$ cat config.mk
export PLATFORM = sky130hd
export DESIGN_NAME = mt_fetch_buf
export DESIGN_NICKNAME = d
export VERILOG_FILES = /design/src/rtl/mt_fetch_buf.sv
export SDC_FILE = /design/constraint.sdc
export NUM_CORES = 1
export LEC_CHECK = 0
export CELL_PAD_IN_SITES_DETAIL_PLACEMENT = 1
export CELL_PAD_IN_SITES_GLOBAL_PLACEMENT = 1
export CORE_MARGIN = 3
export CORE_UTILIZATION = 30
export CTS_CLUSTER_DIAMETER = 60
export CTS_CLUSTER_SIZE = 24
export DETAILED_ROUTE_END_ITERATION = 6
export GPL_TIMING_DRIVEN = 0
export PLACE_DENSITY_LB_ADDON = 0.08
export REMOVE_ABC_BUFFERS = 1
export SYNTH_ARGS = -nofsm -noshare
export SYNTH_HDL_FRONTEND = slang
export SYNTH_SLANG_ARGS = --single-unit
$ cat constraint.sdc
create_clock -name clk -period 4.4 [get_ports clk]
set_input_delay 0.88 -clock clk [delete_from_list [all_inputs] [get_ports clk]]
set_output_delay 0.88 -clock clk [all_outputs]
set_load 0.02 [all_outputs]
$ cat src/rtl/mt_fetch_buf.sv
// Fetch-stage instruction buffer: issues accepted (pc, tid) requests to a 1-cycle imem,
// queues returned instructions toward decode, and squashes fetches of threads whose branch resolves taken.
module mt_fetch_buf #(
    parameter int unsigned NUM_THREADS   = 8,
    parameter int unsigned BITS_THREADS  = $clog2(NUM_THREADS),
    parameter int unsigned ADDRESS_WIDTH = 32,
    parameter int unsigned DATA_WIDTH    = 32,
    parameter int unsigned DEPTH         = 2
) (
    input  logic                     clk,
    input  logic                     rst,
    input  logic [ADDRESS_WIDTH-1:0] pc_f,
    input  logic [BITS_THREADS-1:0]  tid_f,
    input  logic                     pc_valid_f,
    output logic                     pc_ready_f,
    output logic                     imem_en,
    output logic [ADDRESS_WIDTH-1:0] imem_addr,
    input  logic [DATA_WIDTH-1:0]    imem_rdata,
    input  logic                     pc_src_e,
    input  logic [BITS_THREADS-1:0]  branch_tid_e,
    output logic [DATA_WIDTH-1:0]    instr_d,
    output logic [ADDRESS_WIDTH-1:0] pc_d,
    output logic [BITS_THREADS-1:0]  tid_d,
    output logic                     valid_d,
    input  logic                     ready_d
);

    localparam int unsigned CW = $clog2(DEPTH + 2);
    localparam int unsigned PW = (DEPTH > 1) ? $clog2(DEPTH) : 1;

    logic [DATA_WIDTH-1:0]    instr_q [DEPTH];
    logic [ADDRESS_WIDTH-1:0] pc_q    [DEPTH];
    logic [BITS_THREADS-1:0]  tid_q   [DEPTH];
    logic [DEPTH-1:0]         kill_q;

    logic [PW-1:0] wr_ptr;
    logic [PW-1:0] rd_ptr;
    logic [CW-1:0] count;
    logic [CW-1:0] occ;

    logic                     inflight;
    logic                     inflight_kill;
    logic [ADDRESS_WIDTH-1:0] inflight_pc;
    logic [BITS_THREADS-1:0]  inflight_tid;

    logic acc;
    logic push;
    logic pop;
    logic nonempty;
    logic head_kill;
    logic flush_fetch;
    logic flush_inflight;

    function automatic logic [PW-1:0] ptr_inc(input logic [PW-1:0] p);
        return (p == PW'(DEPTH - 1)) ? '0 : PW'(p + 1'b1);
    endfunction

    // Accept/flow control; ready_d -> pop -> pc_ready_f is the combinational critical path.
    always_comb begin
        nonempty       = (count != '0);
        head_kill      = kill_q[rd_ptr];
        valid_d        = nonempty & ~head_kill;
        pop            = (valid_d & ready_d) | (nonempty & head_kill);
        push           = inflight;
        occ            = CW'(count + CW'(inflight) - CW'(pop));
        pc_ready_f     = (occ < CW'(DEPTH));
        acc            = pc_valid_f & pc_ready_f;
        imem_en        = acc;
        imem_addr      = pc_f;
        flush_fetch    = pc_src_e & (branch_tid_e == tid_f);
        flush_inflight = pc_src_e & (branch_tid_e == inflight_tid);
        instr_d        = instr_q[rd_ptr];
        pc_d           = pc_q[rd_ptr];
        tid_d          = tid_q[rd_ptr];
    end

    // Single in-flight slot covering the imem read latency.
    always_ff @(posedge clk or negedge rst) begin
        if (!rst) begin
            inflight      <= 1'b0;
            inflight_kill <= 1'b0;
            inflight_pc   <= '0;
            inflight_tid  <= '0;
        end else begin
            inflight <= acc;
            if (acc) begin
                inflight_kill <= flush_fetch;
                inflight_pc   <= pc_f;
                inflight_tid  <= tid_f;
            end
        end
    end

    // FIFO storage; flush marks matching entries so they drain without reaching decode.
    always_ff @(posedge clk or negedge rst) begin
        if (!rst) begin
            for (int i = 0; i < DEPTH; i++) begin
                instr_q[i] <= '0;
                pc_q[i]    <= '0;
                tid_q[i]   <= '0;
            end
            kill_q <= '0;
            wr_ptr <= '0;
            rd_ptr <= '0;
            count  <= '0;
        end else begin
            assert (!(push && (count == CW'(DEPTH))));
            for (int i = 0; i < DEPTH; i++) begin
                if (pc_src_e && (tid_q[i] == branch_tid_e)) begin
                    kill_q[i] <= 1'b1;
                end
            end
            if (push) begin
                instr_q[wr_ptr] <= imem_rdata;
                pc_q[wr_ptr]    <= inflight_pc;
                tid_q[wr_ptr]   <= inflight_tid;
                kill_q[wr_ptr]  <= inflight_kill | flush_inflight;
                wr_ptr          <= ptr_inc(wr_ptr);
            end
            if (pop) begin
                rd_ptr <= ptr_inc(rd_ptr);
            end
            case ({push, pop})
                2'b10:   count <= CW'(count + 1'b1);
                2'b01:   count <= CW'(count - 1'b1);
                default: count <= count;
            endcase
        end
    end

endmodule

; ---- Word level (Yosys, flattened, before mapping)
; Index checks and enable logic that the tools add are counted.
[word_totals]
input_bits = 75
word_cells = 77
register_bits = 177
out_inout_bits = 102
[op_classes]
eq_ne = 6
n_bitwise = 11
addsub = 6
muxes = 27
order_cmp = 7
reduce_logical = 6
[ops]
columns = operator, count
row1 = $mux 32, 7
row2 = $bwmux 64, 2
row3 = $demux 32 s1, 1
row4 = $eq 3x3->1, 4
row5 = $mux 3, 4
row6 = $mux 1, 7
row7 = $and 1x1->1, 6
row8 = $bwmux 6, 1
row9 = $ge 2x2->1 const B, 2
row10 = $logic_and 1x1->1, 4
row11 = $lt 1x2->1 const B, 2
row12 = $not 1->2, 2
row13 = $pmux 2 s2, 1
row14 = $reduce_bool 2->1, 2
row15 = $demux 3 s1, 1
row16 = $add 1x1->1 const B, 2
row17 = $add 2x1->2, 1
row18 = $add 2x1->2 const B, 1
row19 = $bwmux 2, 1
row20 = $eq 2x1->1 const B, 1
row21 = $eq 2x2->1 const B, 1
row22 = $lt 2x1->1 const B, 1
row23 = $lt 2x2->1 const B, 1
row24 = $mux 2, 1
row25 = other kinds (6), 7

; ---- Depth between registers and ports, before layout
[logic_depth]
ltp_word = 9
mapped_depth = 10
depth_no_buf = 8

; ---- Worst setup path before layout
; Ideal clock, no wire load.
[synth_timing]
kind = input-to-output
startpoint = input ready_d
endpoint = output imem_en
arrival_ns = 2.293
n_path_buf = 1
stages = 8
required_ns = 3.520
path_slack_ns = 1.227
cell_sequence = nor2_1 -> nor2_1 -> ha_1 -> xor2_1 -> xnor2_2 -> nand2_4 -> buf_12 -> inv_1
[synth_via]
elab_chain_cells = 5
[synth_lines]
columns = item, line
row1 = from (decl), 25  ; input logic ready_d
row2 = $and 1x1->1, 63  ; pop = (valid_d & ready_d) | (nonempty & head_kill);
row3 = $or 1x1->1, 63
row4 = $sub 2x1->2, 65  ; occ = CW'(count + CW'(inflight) - CW'(pop));
row5 = $lt 2x2->1, 66  ; pc_ready_f = (occ < CW'(DEPTH));
row6 = net pc_ready_f, 15  ; output logic pc_ready_f,
row7 = $and 1x1->1, 67  ; acc = pc_valid_f & pc_ready_f;
row8 = to (decl), 16  ; output logic imem_en,
; The timed path passes the listed nets, and every way through them passes these cells.

; ---- Worst setup path in the final report
[layout_timing]
startpoint = input ready_d
endpoint = output pc_ready_f
[layout_via]
elab_chain_cells = 4
[layout_lines]
columns = item, line
row1 = $and 1x1->1, 63
row2 = $or 1x1->1, 63
row3 = $sub 2x1->2, 65
row4 = $lt 2x2->1, 66
row5 = to (decl), 15
; No other way between the ends.

==> qor.tcl <==
set qor(run_status) {finished clean}
set qor(post_cts_hold_buffers) 0
set qor(tritoncts) {built}
set qor(max-vdd-ir-drop_v) 0.0006879
set qor(final_max_slew_viol_count) 0
set qor(final_core_utilization_pct) 41.37
set qor(ant_nets) 0
set qor(dr_total_vias) 4561
set qor(drt_drc_violations_left) 0
set qor(placement_row_count) 58
set qor(area.growth.synth_to_final_pct) 33.51
set qor(largest_family_of_logic_cells_by_synthesized_area) {multiplexers}
set qor(timing.final.ws_setup_ps) 369.2
set qor(antenna_found_initial) 0
set qor(routed_wirelength_microns) 18060
set qor(route.met2.wl_microns) 9355
set qor(r2r_slack_ps) 1740
set qor(share_of_cells_above_drive_strength_1_pct) 42.73
set qor(synth_compound_area_share_pct) 0.3952
set qor(final_cell_mix) {209 x mux2_2, 176 x dfrtp_1, 174 x clkdlybuf4s50_1}
set qor(grt_pass1_vias) 5269
set qor(numClockSinks) 177
set qor(drt-vias-per-instance) 4.543
set qor(detail_route.wl_per_cell_microns) 17.99
set qor(globalRouteTotalUtil_pct) 13.05
set qor(dp_hpwl_microns) 11790
set qor(clock_tree.htree_level_count) 4
set qor(buffer_ports.inserted) 176
set qor(final_common_cell) {mux2_2}
set qor(post_synthesis_mean_instance_area_sq_um) 15.46
set qor(detail_route.iter0.violations) 119
set qor(fin_nets) 737
set qor(die_area_sq_um) 28370
set qor(maximum_number_of_pins_on_one_net_before_global_route_repair) 125
set qor(synth_sequential_area_ratio_pct) 55.96
set qor(detail_route.first_pass.iterations) 4
set qor(die_width_microns) 168.4
set qor(max-cap-violations) 0
set qor(p_per_area_nw_per_um2) 895.2
set qor(number_of_placed_i_o_pins) 177
set qor(die_y_microns) 168.4
set qor(route.met3.wl_microns) 706
set qor(dpl_cell_area_sq_um) 9866
set qor(arrival_ps) 3150
set qor(synth.area.mux_share_pct) 35.36
set qor(final_cell_count_no_fill) 1004
set qor(post_synth_simple_gate_area_pct) 0.7113
set qor(synthDistinctLibCells) 22
set qor(timing.fmax_mhz) 248.1
set qor(global_route_wire_length_before_repair_microns) 28940
set qor(critical_path.endpoint_type) {primary output}
set qor(place_worst_setup_slack_ps) -203.2
set qor(fin_area_sq_um) 10570
set qor(synthesis.yosys.warnings) 0
set qor(skew_ps) 13.01
set qor(synth_enable_flop_cells) 0
set qor(power.leakage_uw) 0.004428
set qor(clock_tree.root_cell) {clkbuf_16}
set qor(initial_utilization_pct) 30.99
set qor(clock_buffer_count_from_cts) 17
set qor(setup_violations) 0
set qor(grt_setup_unrepaired) {no}
set qor(place.detailed.instances) 966
set qor(post_synthesis_instance_total) 512
set qor(crit_fanout) 3
set qor(coreArea_sq_um) 25540
set qor(cp_data_required_time_ps) 3520
set qor(max_slew.worst_pin.slew_ps) 680.2
set qor(final_hold_violation_count) 0
set qor(place.gp.congestion) 0.6725
set qor(synth-async-reset-ratio_pct) 100.0
set qor(synth.ff_latch_count) 177
set qor(synth_area_sq_um) 7915
set qor(clkTransAtPathRegs_ps) 70
set qor(finalCritPeriodShare_pct) 91.61
set qor(setup-tns-final_ps) 0
set qor(uppermost_layer_routed) {met4}
set qor(worstSetupPathType) {in2out}
set qor(clockBufferDepth) 2
set qor(post_synth_adder_cell_area_pct) 0.1581
set qor(finalWorstPathRequiredPeriod_ps) 4031
set qor(synth_xor_xnor_area_share_pct) 2.197
set qor(postSynth.topFlopCell) {dfrtp_1}
set qor(worst_slew_margin_pct) 54.55
set qor(worst_skew_pair.late_latency_ps) 420
set qor(drt-met1-wl_microns) 7774
set qor(start_kind) {input pin}
set qor(hp-class) {in2async}
set qor(grt_overflow) 0
set qor(antenna_cells_inserted) 0
synthesized netlist by cell type, types with 2 or more instances:
library cell / number / share of area [%]
a41oi_1: 2 / 0.22
nor2_1: 7 / 0.33
buf_12: 3 / 0.76
buf_4: 33 / 3.1
nand2_1: 2 / 0.095
clkbuf_1: 2 / 0.095
dfrtp_1: 177 / 56
buf_1: 8 / 0.38
buf_2: 12 / 0.76
inv_1: 2 / 0.095
xor2_1: 8 / 0.89
mux2_2: 209 / 30
xnor2_1: 10 / 1.1
mux2_4: 29 / 5.5
cells by family (layout without fill, tap and decap cells):
group | Yosys count | after routing
buf+inv | 60 | 221
fa+ha+maj | 1 | 1
simple gates | 12 | 13
flops | 177 | 177
mux | 239 | 239
xor+xnor | 19 | 19
compound gates | 4 | 4
critical path: stages:
cell and delay (ps):
clkdlybuf4s50_1 490, nor2_1 50, nor2_1 170, ha_1 300
nor2b_1 200, xnor2_2 140, buf_4 170, buf_4 140
clkdlybuf4s50_1 610
metal layers:
metal	GRT usage (%)	up-vias
met5	0	-
met4	3.913	0
met3	3.076	14
met2	22.94	106
met1	15.93	2364
li1	-	2077
per-stage QoR:
step | total power (uW) | hold slack [ps]
finish | 9460 | 360.1
global route | 10080 | 365.4
CTS | 9641 | 352.8
detailed placement | 7891 | 490.2
global placement | 7767 | 474.6
floorplan | 5979 | 461.3
cell type report:
type / instances / area, sq um
Clock buffer: 20 / 456.7
Clock inverter: 12 / 170.2
Fill cell: 2585 / 14980
Inverter: 2 / 7.507
Multi-Input combinational cell: 276 / 3115
Sequential cell: 177 / 4433
Tap cell: 330 / 412.9
Timing Repair Buffer: 187 / 1972
where the power goes:
part           internal [uW]  switching [uW]
Sequential              2500             470
Clock                    938             649
Combinational           2790            2120
worst paths after layout:
path	end	cells after the start	startpoint
worst max-delay path	pc_ready_f	9	ready_d
worst min-delay path	instr_q[9]$_DFFE_PN0P_	1	rst
worst max register to register	inflight_pc[0]$_DFFE_PN0P_	10	rd_ptr$_DFFE_PN0N_
worst min register to register	pc_q[12]$_DFFE_PN0P_	1	pc_q[12]$_DFFE_PN0P_
max in group asynchronous	rd_ptr$_DFFE_PN0N_	2	rst
min in group clk	pc_q[12]$_DFFE_PN0P_	1	pc_q[12]$_DFFE_PN0P_
repair_timing:
action	4_1_cts	5_1_grt
gates resized for setup	1	2
cloned	1	0
endpoints found under the setup margin	1	1
setup buffers	3	2
pin swaps	2	0
sequential cells by signal, summed over array words and instances (netlist names):
register,count
kill_q,2
rd_ptr,1
inflight,1
count,2
inflight_tid,3
inflight_pc,32
pc_q,64
tid_q,6
instr_q,64
wr_ptr,1
inflight_kill,1
No activity file was read; power rests on OpenSTA's default activity.
